$ cat config.mk
export PLATFORM = sky130hd
export DESIGN_NAME = timer_event_dispatch
export DESIGN_NICKNAME = d
export VERILOG_FILES = /design/src/rtl/timer_event_dispatch_pkg.sv /design/src/rtl/timer_event_dispatch_if.sv /design/src/rtl/timer_event_dispatch_slot.sv /design/src/rtl/timer_event_dispatch.sv
export SDC_FILE = /design/constraint.sdc
export NUM_CORES = 1
export LEC_CHECK = 0
export BUFFER_PORTS_ARGS = -buffer_cell sky130_fd_sc_hd__buf_2
export CORE_ASPECT_RATIO = 0.9
export CORE_UTILIZATION = 30
export CTS_BUF_LIST = sky130_fd_sc_hd__clkbuf_4 sky130_fd_sc_hd__clkbuf_8
export DETAILED_ROUTE_END_ITERATION = 10
export SLEW_MARGIN = 20
export SYNTH_ARGS = -nofsm -noshare
export SYNTH_HDL_FRONTEND = slang
export SYNTH_SLANG_ARGS = --single-unit
export TNS_END_PERCENT = 20
$ cat constraint.sdc
create_clock -name clk_i -period 4.6 [get_ports clk_i]
set_input_delay 0.23 -clock clk_i [delete_from_list [all_inputs] [get_ports clk_i]]
set_output_delay 0.23 -clock clk_i [all_outputs]
set_load 0.02 [all_outputs]
$ cat src/rtl/timer_event_dispatch_pkg.sv
// Shared constants for the timer event dispatcher: register map and STATUS layout.
package timer_event_dispatch_pkg;

   typedef enum logic [3:0] {
      REG_MASK_LO = 4'h0,
      REG_MASK_HI = 4'h4,
      REG_LOST    = 4'h8,
      REG_STATUS  = 4'hC
   } reg_addr_e;

   localparam int STATUS_LO_LSB = 0;

   // pend_hi sits directly above the pend_lo field.
   function automatic int status_hi_lsb(input int nb_cores);
      return STATUS_LO_LSB + nb_cores;
   endfunction

endpackage

$ cat src/rtl/timer_event_dispatch_if.sv
// Configuration bus: req/gnt request channel with a one-cycle registered response.
// req is granted in the same cycle (gnt = req); every granted access returns exactly
// one rvalid pulse on the following cycle, with rdata = register value or 0.
interface timer_event_dispatch_if;
   logic        req;
   logic        we;
   logic [3:0]  addr;
   logic [31:0] wdata;
   logic        gnt;
   logic        rvalid;
   logic [31:0] rdata;

   modport master (output req, we, addr, wdata, input gnt, rvalid, rdata);
   modport slave  (input req, we, addr, wdata, output gnt, rvalid, rdata);
endinterface

$ cat src/rtl/timer_event_dispatch_slot.sv
// One core's pending pair: lo/hi flops, hi-first acknowledge, lost-event reporting.
module timer_event_slot (
   input  logic       clk_i,
   input  logic       rst_i,
   input  logic       set_lo_i,
   input  logic       set_hi_i,
   input  logic       ack_i,
   output logic       req_o,
   output logic       id_o,
   output logic       pend_lo_o,
   output logic       pend_hi_o,
   output logic [1:0] lost_o
);

   logic pend_lo_q, pend_lo_d;
   logic pend_hi_q, pend_hi_d;
   logic clr_lo, clr_hi;
   logic lost_lo, lost_hi;

   // An ack clears only the bit currently presented on id; a set in the same cycle wins.
   always_comb begin
      clr_hi    = ack_i & pend_hi_q;
      clr_lo    = ack_i & ~pend_hi_q & pend_lo_q;
      pend_lo_d = set_lo_i | (pend_lo_q & ~clr_lo);
      pend_hi_d = set_hi_i | (pend_hi_q & ~clr_hi);
      lost_lo   = set_lo_i & pend_lo_q & ~clr_lo;
      lost_hi   = set_hi_i & pend_hi_q & ~clr_hi;
      lost_o    = {1'b0, lost_lo} + {1'b0, lost_hi};
   end

   always_ff @(posedge clk_i or posedge rst_i) begin
      if (rst_i) begin
         pend_lo_q <= 1'b0;
         pend_hi_q <= 1'b0;
      end else begin
         pend_lo_q <= pend_lo_d;
         pend_hi_q <= pend_hi_d;
      end
   end

   assign req_o     = pend_lo_q | pend_hi_q;
   assign id_o      = pend_hi_q;
   assign pend_lo_o = pend_lo_q;
   assign pend_hi_o = pend_hi_q;

endmodule

$ cat src/rtl/timer_event_dispatch.sv
// Fans low/high timer pulses out to masked per-core request lines and counts overruns.
module timer_event_dispatch
   import timer_event_dispatch_pkg::*;
#(
   parameter int NB_CORES  = 8,
   parameter int CNT_WIDTH = 8
) (
   input  logic                clk_i,
   input  logic                rst_i,
   input  logic                irq_lo_i,
   input  logic                irq_hi_i,
   input  logic                cfg_req_i,
   input  logic                cfg_we_i,
   input  logic [3:0]          cfg_addr_i,
   input  logic [31:0]         cfg_wdata_i,
   output logic                cfg_gnt_o,
   output logic                cfg_rvalid_o,
   output logic [31:0]         cfg_rdata_o,
   output logic [NB_CORES-1:0] irq_req_o,
   output logic [NB_CORES-1:0] irq_id_o,
   input  logic [NB_CORES-1:0] irq_ack_i,
   output logic                busy_o
);

   localparam int SUM_W = CNT_WIDTH + 6;
   localparam logic [CNT_WIDTH-1:0] CNT_MAX = {CNT_WIDTH{1'b1}};

   timer_event_dispatch_if cfg_if ();

   logic [NB_CORES-1:0]  mask_lo_q, mask_lo_d;
   logic [NB_CORES-1:0]  mask_hi_q, mask_hi_d;
   logic [CNT_WIDTH-1:0] lost_cnt_q, lost_cnt_d;
   logic                 rvalid_q, rvalid_d;
   logic [31:0]          rdata_q, rdata_d;
   logic [NB_CORES-1:0]  pend_lo, pend_hi;
   logic [1:0]           slot_lost [NB_CORES];
   logic [5:0]           lost_sum;
   logic [SUM_W-1:0]     lost_wide;
   logic [31:0]          status_vec, rd_val;
   logic                 wr_en, rd_en;
   logic                 unused_wdata;

   assign cfg_if.req   = cfg_req_i;
   assign cfg_if.we    = cfg_we_i;
   assign cfg_if.addr  = cfg_addr_i;
   assign cfg_if.wdata = cfg_wdata_i;
   assign cfg_if.gnt   = cfg_if.req;
   assign cfg_if.rvalid = rvalid_q;
   assign cfg_if.rdata = rdata_q;
   assign cfg_gnt_o    = cfg_if.gnt;
   assign cfg_rvalid_o = cfg_if.rvalid;
   assign cfg_rdata_o  = cfg_if.rdata;
   assign unused_wdata = ^cfg_if.wdata[31:NB_CORES];

   for (genvar c = 0; c < NB_CORES; c++) begin : g_slot
      timer_event_slot u_slot (
         .clk_i     (clk_i),
         .rst_i     (rst_i),
         .set_lo_i  (irq_lo_i & mask_lo_q[c]),
         .set_hi_i  (irq_hi_i & mask_hi_q[c]),
         .ack_i     (irq_ack_i[c]),
         .req_o     (irq_req_o[c]),
         .id_o      (irq_id_o[c]),
         .pend_lo_o (pend_lo[c]),
         .pend_hi_o (pend_hi[c]),
         .lost_o    (slot_lost[c])
      );
   end

   always_comb begin
      wr_en = cfg_if.req & cfg_if.we;
      rd_en = cfg_if.req & ~cfg_if.we;

      status_vec = '0;
      status_vec[STATUS_LO_LSB +: NB_CORES] = pend_lo;
      status_vec[status_hi_lsb(NB_CORES) +: NB_CORES] = pend_hi;

      rd_val = '0;
      case (cfg_if.addr)
         REG_MASK_LO: rd_val = 32'(mask_lo_q);
         REG_MASK_HI: rd_val = 32'(mask_hi_q);
         REG_LOST:    rd_val = 32'(lost_cnt_q);
         REG_STATUS:  rd_val = status_vec;
         default:     rd_val = '0;
      endcase

      mask_lo_d = (wr_en && cfg_if.addr == REG_MASK_LO) ? cfg_if.wdata[NB_CORES-1:0] : mask_lo_q;
      mask_hi_d = (wr_en && cfg_if.addr == REG_MASK_HI) ? cfg_if.wdata[NB_CORES-1:0] : mask_hi_q;

      lost_sum = '0;
      for (int c = 0; c < NB_CORES; c++) begin
         lost_sum = lost_sum + 6'(slot_lost[c]);
      end
      // A clear in the same cycle as new losses keeps only the new losses.
      lost_wide = (wr_en && cfg_if.addr == REG_LOST) ? SUM_W'(lost_sum)
                                                     : SUM_W'(lost_cnt_q) + SUM_W'(lost_sum);
      lost_cnt_d = (lost_wide > SUM_W'(CNT_MAX)) ? CNT_MAX : lost_wide[CNT_WIDTH-1:0];

      rvalid_d = cfg_if.req;
      rdata_d  = rd_en ? rd_val : '0;
   end

   always_ff @(posedge clk_i or posedge rst_i) begin
      if (rst_i) begin
         mask_lo_q  <= '0;
         mask_hi_q  <= '0;
         lost_cnt_q <= '0;
         rvalid_q   <= 1'b0;
         rdata_q    <= '0;
      end else begin
         mask_lo_q  <= mask_lo_d;
         mask_hi_q  <= mask_hi_d;
         lost_cnt_q <= lost_cnt_d;
         rvalid_q   <= rvalid_d;
         rdata_q    <= rdata_d;
      end
   end

   assign busy_o = |{pend_lo, pend_hi};

endmodule

==> results.json, run 1 <==
{
  "setup.worst_path.end_class": "register",
  "tns_ns": -0.543,
  "synth_adder_area_share_pct": 10.6,
  "cp-endpoint": "lost_cnt_q[6]",
  "post-route-util_pct": 39.3,
  "vias": 2607,
  "pwr-share-clk_pct": 27.4,
  "ys_seq_elements": 57,
  "p_total_uw": 1750,
  "cts_setup_buffers": 0,
  "wirelength_um": 8100,
  "fmax_mhz": 212,
  "viasPerCell": 4.52,
  "yosysMostFrequentCell": "dfrtp_1",
  "r2r_slack_ns": -0.12,
  "avgSynthCellArea_um2": 10.2,
  "io-pin-count": 101,
  "area_delta_synth_final_pct": 27.0,
  "ys.warnings.count": 0,
  "status": "complete, but fails checks",
  "worst_pin_slew_ns": 1.10,
  "synthCells": 329,
  "die_w_um": 114,
  "cts_tree": "done",
  "seq_power_share_pct": 37.7,
  "cts_root_buf": "clkbuf_8",
  "globalRouteOverflowTotal": 0,
  "drtIter0Drc": 187,
  "drc": 0,
  "synth-main-ff-cell": "dfrtp_1",
  "setup_violations": 8,
  "path_class": "reg -> reg",
  "yosys-top-cells-area": "dfrtp_1, buf_4, fa_1",
  "cap_violations": 0,
  "p_switching_uw": 574,
  "r2r_end": "lost_cnt_q[6]",
  "async_flop_share_pct": 100,
  "path_clk_slew_ns": 0.07,
  "drtAntennaViolNets": 0,
  "whs_ns": 0.0450,
  "antenna_found_initial": 0,
  "synth_top_area_share_pct": 42.4,
  "synth_edf_count": 0,
  "pwr-share-comb_pct": 34.9,
  "routedWlPerCell_um": 14.0,
  "synthTopCellsByCount": "dfrtp_1, nand2_1, buf_4, nor2_1, inv_1",
  "antenna_cells": 0,
  "hold_class": "in -> reg",
  "crit_required_ns": 4.83,
  "maxSlewViolCount": 0,
  "cts.htree.levels": 3,
  "drive_above_1_share_pct": 39.8,
  "clkLatencyLatePin_ns": 0.35,
  "reg2reg_from": "mask_lo_q[4]",
  "violations": "negative setup slack",
  "synth_mux_area_share_pct": 8.56,
  "yosys.area.top_type": "dfrtp_1",
  "cts_made_buffers": 9,
  "core-area_mm2": 0.0109,
  "fin_crit_sh_pct": 103,
  "gp_congestion": 0.808,
  "critPathArrivalTime_ns": 4.96,
  "syn_area_mm2": 0.00336,
  "critPathLaunchType": "register",
  "cp_max_fo": 2,
  "rsz0062_at_grt": "true",
  "cts.sinks": 57,
  "clock_skew_ns": 0.00657,
  "port_buffers": 60,
  "p_per_area_mw_per_mm2": 409,
  "die_y_um": 102,
  "dp_hpwl_um": 6180,
  "grt_max_degree": 58,
  "synth_simple_gate_area_share_pct": 18.0,
  "grt_usage_pct": 14.9,
  "grt_pass1_vias": 2520,
  "worstSetupStartpoint": "mask_lo_q[4]",
  "reg2reg_depth": 15,
  "clock_tree.buffer_depth": 2,
  "setup_ws_ns": -0.124,
  "synthXorXnorAreaFrac_pct": 1.04,
  "synth-compound-area-share_pct": 8.37,
  "period_needed_ns": 4.72,
  "die_area_mm2": 0.0116,
  "peakVddDrop_uv": 135,
  "rows": 36,
  "slew_headroom_pct": 26.1,
  "seq_area_frac_synth_pct": 42.4,
  "final_nets": 493,
  "grt_pass1_wl_um": 12800,
  "p_leak_uw": 0.00221,
  "dr.pass1.iters": 5,
  "p_int_uw": 1170,
  "netlist-cell-type-count": 44,
  "synth_top_family_by_area": "simple AND/OR/NAND/NOR gates",
  "finalHoldViolCount": 0,
  "start_util_pct": 31.0,
  "swShare_pct": 32.9
}
-- registers in the layout (all words and copies together) (netlist names) --
signal / count
mask_lo_q: 8
g_slot.u_slot.pend_lo_o: 8
mask_hi_q: 8
lost_cnt_q: 8
cfg_rdata_o: 16
cfg_rvalid_o: 1
g_slot.u_slot.id_o: 8
-- power by group through the flow --
stage / sequential [uW] / clock (uW) / combinational (uW)
floorplan: 651 / 0 / 404
global placement: 660 / 0 / 582
detailed placement: 661 / 0 / 596
CTS: 655 / 488 / 612
global route: 669 / 508 / 673
finish: 658 / 478 / 610
-- worst max-delay path, cell delays in order, from the launching register on --
cell	delay (ns)
dfrtp_1	0.37
nand2_1	0.08
or2_4	0.26
fa_1	0.57
fa_1	0.44
fa_1	0.49
inv_1	0.05
fa_1	0.46
ha_2	0.20
fa_2	0.34
a21oi_1	0.18
nor2b_1	0.09
ha_1	0.33
o211ai_1	0.30
a31oi_4	0.08
a2111oi_2	0.38
-- layout by cell type (no fill, tap or decap), drive strengths merged, types with 3 or more instances in the layout --
cell type,instances
inv,22
and3,4
nand2,43
o21ai,13
fa,11
clkbuf,12
o211ai,4
a222oi,8
nor2,26
nand3,3
nand4,3
ha,11
or2,13
mux2,22
conb,16
buf,106
dfrtp,57
and2,12
nand2b,4
nand3b,3
a211oi,4
a22o,3
a21oi,4
-- kinds of logic (layout without fill, tap and decap cells) --
group                      Yosys count  after routing
adders and majority gates           22             22
muxes                               23             23
DFF                                 57             57
AOI/OAI and AO/OA                   40             40
xor gates and xnor gates             4              4
and+or+nand+nor                    120            120
buffers and inverters               62            143
other                                1             16
-- cell type report --
type | count | area (um2)
Clock buffer | 12 | 159
Clock inverter | 3 | 40.0
Sequential cell | 57 | 1430
Multi-Input combinational cell | 225 | 1720
Fill cell | 1082 | 6590
Inverter | 22 | 82.6
Timing Repair Buffer | 106 | 649
Tap cell | 152 | 190
-- metal layers --
metal,vias to the layer above,global-route usage (%),share of wire (%)
met2,87,24.3,48
met5,-,0,0
met3,13,3.86,5.6
li1,1239,-,-
met1,1268,18.9,45
met4,0,5.77,1.4
-- timing repair --
item | 4_1_cts | 5_1_grt
hold buffers | 0 | 0
gates resized for setup | 20 | 8
endpoints found under the setup margin | 8 | 8
pin swaps | 9 | 9
-- worst min path at each step --
stage,startpoint,to,depth (start not counted)
after floorplan,cfg_req_i,cfg_rvalid_o,0
after global placement,cfg_req_i,cfg_rvalid_o,1
after detailed placement,cfg_req_i,cfg_rvalid_o,1
after CTS,cfg_req_i,cfg_rvalid_o,1
after global routing,cfg_req_i,cfg_rvalid_o,1
final,cfg_req_i,cfg_rvalid_o,1
-- metrics by stage --
| step | std cells | area [um2] | setup WS [ns] |
|---|---|---|---|
| floorplan | 344 | 3440 | 0.0111 |
| global placement | 562 | 3980 | -0.212 |
| detailed placement | 562 | 3980 | -0.323 |
| CTS | 577 | 4240 | -0.158 |
| global route | 577 | 4270 | -0.323 |
| finish | 577 | 4270 | -0.124 |
Power figures use the tool's default switching activity.
==> inputs of run 2 (changes only) <==
Settings changed: CORE_ASPECT_RATIO 0.9 to not set, CORE_MARGIN set to 4.
==> results.json, run 2 (synthesis results as in run 1) <==
{
  "status": "complete, but fails checks",
  "violations": "negative setup slack",
  "gp_congestion": 0.814,
  "worst_pin_slew_ns": 0.919,
  "drtIter0Drc": 187,
  "final_common_cell": "buf_2",
  "path_clk_slew_ns": 0.06,
  "cts_root_buf": "clkbuf_8",
  "pwr-share-comb_pct": 35.8,
  "cp_max_fo": 3,
  "die_w_um": 114,
  "cts_made_buffers": 9,
  "fin_crit_sh_pct": 102,
  "critPathLaunchType": "register",
  "cap_violations": 0,
  "die_area_mm2": 0.0130,
  "io-pin-count": 101,
  "grt_usage_pct": 13.2,
  "setup_violations": 8,
  "start_util_pct": 30.9,
  "clock_tree.buffer_depth": 2,
  "die_y_um": 114,
  "viasPerCell": 4.57,
  "drtAntennaViolNets": 0,
  "grt_max_degree": 58,
  "vias": 2571,
  "slew_headroom_pct": 38.2,
  "wirelength_um": 8130,
  "grt_pass1_vias": 2662,
  "fmax_mhz": 212,
  "core-area_mm2": 0.0109,
  "drive_above_1_share_pct": 38.6,
  "cts.sinks": 57,
  "nFillCells": 1074,
  "clock_skew_ns": 0.00632,
  "area_delta_synth_final_pct": 25.4,
  "seq_power_share_pct": 39.0,
  "p_leak_uw": 0.00219,
  "path_class": "reg -> reg",
  "whs_ns": 0.0481,
  "crit_required_ns": 4.82,
  "dr.pass1.iters": 4,
  "p_switching_uw": 555,
  "grt_pass1_wl_um": 13300,
  "largest_reg_flops": 16,
  "antenna_found_initial": 1,
  "placement.cell_area_mm2": 0.00395,
  "multiInputGateArea_mm2": 0.00172,
  "pwr-share-clk_pct": 25.1,
  "globalRouteOverflowTotal": 0,
  "clkLatencyLatePin_ns": 0.34,
  "tns_ns": -0.541,
  "p_total_uw": 1680,
  "port_buffers": 60,
  "setup_ws_ns": -0.109,
  "post-route-util_pct": 38.7,
  "final_cell_mix": "buf_2, dfrtp_1, buf_4",
  "drc": 0,
  "peakVddDrop_uv": 158,
  "p_per_area_mw_per_mm2": 399,
  "seq_area_mm2": 0.00143,
  "cts.htree.levels": 3,
  "cts_tree": "done",
  "hold_class": "in -> reg",
  "routedWlPerCell_um": 14.5,
  "critPathArrivalTime_ns": 4.93,
  "rsz0062_at_grt": "true",
  "swShare_pct": 33.0,
  "maxSlewViolCount": 0,
  "antenna_cells": 0,
  "stdcell_area_mm2": 0.00422,
  "setup.worst_path.end_class": "register",
  "dp_hpwl_um": 6350,
  "finalHoldViolCount": 0,
  "period_needed_ns": 4.71,
  "final_nets": 492,
  "rows": 38,
  "p_int_uw": 1130
}
## run 2: changes by cell type in the layout (fill, tap and decap cells not counted), sizes merged
cell    delta
buf        -1
bufinv     -1
clkbuf     +1
clkinv     -2
## run 2: final cells by class
| type | instances | area share [%] |
|---|---|---|
| clock buffers | 13 | 4.10 |
| inverters | 22 | 1.96 |
| multi-input cells | 225 | 40.7 |
| flip-flops and latches | 57 | 33.8 |
| well taps | 140 | 4.16 |
| repair buffers | 105 | 15.2 |
## run 2: stage by stage
stage               instances  setup WS [ns]
floorplan                 344         0.0111
global placement          548         -0.251
detailed placement        548         -0.361
CTS                       562         -0.179
global route              562         -0.333
finish                    562         -0.109
## run 2: repair_timing
item / 4_1_cts / 5_1_grt
endpoints found under the setup margin: 8 / 8
gates cloned: 0 / 0
hold endpoints to repair: 0 / 0
buffers inserted: 1 / 0
pin swaps: 6 / 2
gates resized for setup: 15 / 7
hold buffers: 0 / 0
## run 2: path summary, 6_finish.rpt
| check | startpoint | end | slack (ns) | depth (start not counted) |
|---|---|---|---|---|
| setup / recovery | g_slot[7].u_slot.id_o | lost_cnt_q[5] | -0.11 | 16 |
| hold / removal | cfg_req_i | cfg_rvalid_o | 0.05 | 1 |
| setup reg to reg | g_slot[7].u_slot.id_o | lost_cnt_q[5] | -0.11 | 16 |
| hold reg to reg | mask_lo_q[6] | g_slot[6].u_slot.pend_lo_o | 0.49 | 2 |
| max in group asynchronous | rst_i | cfg_rdata_o[2] | 4.02 | 3 |
| min in group asynchronous | rst_i | cfg_rdata_o[13] | 0.09 | 3 |
## run 2: power groups by stage
stage,Sequential (uW),Clock (uW),Combinational [uW]
floorplan,651,0,404
global placement,656,0,580
detailed placement,659,0,591
CTS,653,435,604
global route,669,457,665
finish,657,423,603
## run 2: routing by layer
layer / GRT usage [%] / routed length [um]
met3: 2.18 / 520
met1: 16.2 / 3450
met4: 6.65 / 163
met2: 22.3 / 3990
met5: 0 / 11
## run 2: critical path, stage by stage (launching register included)
cell      delay [ns]
dfrtp_1         0.39
o21ai_2         0.16
nor2_2          0.07
fa_1            0.48
fa_1            0.49
inv_1           0.06
fa_1            0.53
inv_1           0.05
fa_1            0.47
ha_2            0.21
fa_2            0.34
xor2_1          0.22
ha_1            0.31
o21ai_0         0.36
o21bai_1        0.15
mux2i_1         0.19
nand3b_1        0.10
==> inputs of run 3 (changes only) <==
Settings changed: GPL_TIMING_DRIVEN set to 0.
Clock period 4.6 ns to 4.7 ns, I/O delays scaled along.
==> results.json, run 3 (synthesis results as in run 1) <==
{
  "status": "complete, but fails checks",
  "violations": "negative setup slack",
  "path_buf_inv": 3,
  "cap_violations": 0,
  "wirelength_um": 8180,
  "period_needed_ns": 4.74,
  "drc": 0,
  "gp_congestion": 0.801,
  "post-route-util_pct": 40.4,
  "path_delay_family": "adder cells",
  "cts.htree.levels": 3,
  "p_switching_uw": 560,
  "globalRouteOverflowTotal": 0,
  "reg2reg_depth": 16,
  "grt_usage_pct": 13.0,
  "pwr-share-comb_pct": 36.2,
  "cts_root_buf": "clkbuf_8",
  "cts_made_buffers": 9,
  "vias": 2624,
  "stdcell_area_mm2": 0.00440,
  "cts_tree": "done",
  "p_int_uw": 1120,
  "final_nets": 510,
  "setup.worst_path.end_class": "register",
  "reg2reg_from": "g_slot[6].u_slot.id_o",
  "cp-endpoint": "lost_cnt_q[6]",
  "worstSetupStartpoint": "g_slot[6].u_slot.id_o",
  "finalHoldViolCount": 0,
  "area_delta_synth_final_pct": 30.9,
  "dp_hpwl_um": 6250,
  "seq_area_mm2": 0.00143,
  "placement.cell_area_mm2": 0.00393,
  "swShare_pct": 33.4,
  "grt_pass1_vias": 2670,
  "grt_max_degree": 41,
  "clock_tree.buffer_depth": 2,
  "pwr-share-clk_pct": 25.0,
  "clkLatencyLatePin_ns": 0.34,
  "seq_power_share_pct": 38.8,
  "critPathLaunchType": "register",
  "final_common_cell": "buf_2",
  "viasPerCell": 4.50,
  "placed_cells": 543,
  "largest_reg_flops": 16,
  "antenna_cells": 0,
  "drtIter0Drc": 167,
  "cp_max_fo": 3,
  "final_cell_mix": "buf_2, dfrtp_1, buf_4",
  "grt_pass1_wl_um": 13100,
  "clock_skew_ns": 0.00647,
  "maxSlewViolCount": 0,
  "place_worst_setup_slack_ns": -0.500,
  "antenna_found_initial": 1,
  "p_per_area_mw_per_mm2": 382,
  "start_util_pct": 30.9,
  "critPathArrivalTime_ns": 4.97,
  "fin_crit_sh_pct": 101,
  "crit_path_cell_trace": "o21ai_2 -> nor2_2 -> fa_1 -> fa_1 -> inv_2 -> fa_1 -> inv_1 -> fa_1 -> ha_2 -> fa_2 -> inv_2 -> fa_2 -> nand3b_1 -> nand3b_1 -> a211oi_2 -> a2111oi_2",
  "drive_above_1_share_pct": 41.8,
  "path_class": "reg -> reg",
  "hold_path_depth": 1,
  "crit_required_ns": 4.92,
  "drtAntennaViolNets": 0,
  "peakVddDrop_uv": 181,
  "fmax_mhz": 211,
  "core-area_mm2": 0.0109,
  "slew_headroom_pct": 34.2,
  "r2r_slack_ns": -0.04,
  "port_buffers": 58,
  "dr.pass1.iters": 4,
  "p_total_uw": 1680,
  "die_w_um": 114,
  "worst_pin_slew_ns": 0.979,
  "io-pin-count": 101,
  "die_area_mm2": 0.0130,
  "rows": 38,
  "critPathMaxStageDelay_ns": 0.55,
  "nFillCells": 1055,
  "setup_ws_ns": -0.0430,
  "crit_slowest_cell": "fa_2",
  "r2r_end": "lost_cnt_q[6]",
  "cts.sinks": 57,
  "path_clk_slew_ns": 0.07,
  "cp.depth": 16,
  "hp-start": "cfg_req_i",
  "layoutNonFillerInstCount": 583,
  "path_common_cell": "fa_1",
  "setup_violations": 2,
  "routedWlPerCell_um": 14.0,
  "p_leak_uw": 0.00229,
  "die_y_um": 114,
  "hold_class": "in -> reg",
  "rsz0062_at_grt": "true",
  "multiInputGateArea_mm2": 0.00175
}
[run 3: cell count changes in the layout (fill, tap and decap cells not counted), moves of 2 or more]
| cell | before | now |
|---|---|---|
| nand2_1 | 41 | 43 |
| clkbuf_1 | 0 | 4 |
| nand2_2 | 2 | 0 |
| clkinv_2 | 0 | 3 |
| inv_2 | 1 | 3 |
| nor2_1 | 23 | 21 |
| nor2_2 | 3 | 5 |
| buf_4 | 44 | 56 |
| inv_1 | 21 | 18 |
[run 3: timing repair]
item / in CTS / in global routing
hold buffers: 1 / 0
gates cloned: 0 / 0
setup endpoints to repair: 8 / 8
setup buffers: 21 / 2
resized for setup: 24 / 9
pin swaps: 19 / 3
hold endpoints to repair: 17 / 0
[run 3: power by group through the flow]
stage / Clock (uW) / Combinational, uW / Sequential [uW]
floorplan: 0 / 395 / 636
global placement: 0 / 492 / 661
detailed placement: 0 / 509 / 665
CTS: 434 / 589 / 648
global route: 458 / 672 / 663
finish: 420 / 607 / 652
[run 3: cell type report]
class | instances | share of cell area (%)
Multi-Input combinational cell | 225 | 39.7
Sequential cell | 57 | 32.4
Timing Repair Buffer | 83 | 11.2
Buffer | 40 | 6.66
Tap cell | 140 | 3.98
Clock buffer | 13 | 3.78
Inverter | 22 | 1.93
Clock inverter | 3 | 0.341
[run 3: per-stage QoR]
stage,hold WS [ns],setup TNS (ns)
floorplan,0.266,0
global placement,0.398,-3.81
detailed placement,0.194,-3.69
CTS,0.0454,-0.305
global route,0.0522,-1.57
finish,0.0582,-0.0481
[run 3: worst register-to-register path, stage by stage (launching register included)]
cell and delay [ns]:
dfrtp_1 0.40, o21ai_2 0.18, nor2_2 0.06, fa_1 0.47, fa_1 0.51, inv_2 0.05
fa_1 0.52, inv_1 0.05, fa_1 0.47, ha_2 0.21, fa_2 0.55, inv_2 0.04
fa_2 0.35, nand3b_1 0.25, nand3b_1 0.20, a211oi_2 0.10, a2111oi_2 0.22
[run 3: layer usage]
layer | global-route usage [%] | vias to the layer above | part of all wire (%)
met1 | 15.8 | 1258 | 43
met3 | 3.50 | 15 | 5.3
met4 | 5.07 | 2 | 1.9
li1 | - | 1288 | -
met5 | 0 | - | 0.24
met2 | 21.9 | 61 | 49
[run 3: how the worst min path moves through the flow]
stage	endpoint	slack, ns
finish	cfg_rvalid_o	0.06
CTS	cfg_rvalid_o	0.05
global placement	cfg_rvalid_o	0.40
detailed placement	cfg_rdata_o[14]	0.19
floorplan	cfg_rvalid_o	0.27
global route	cfg_rvalid_o	0.05
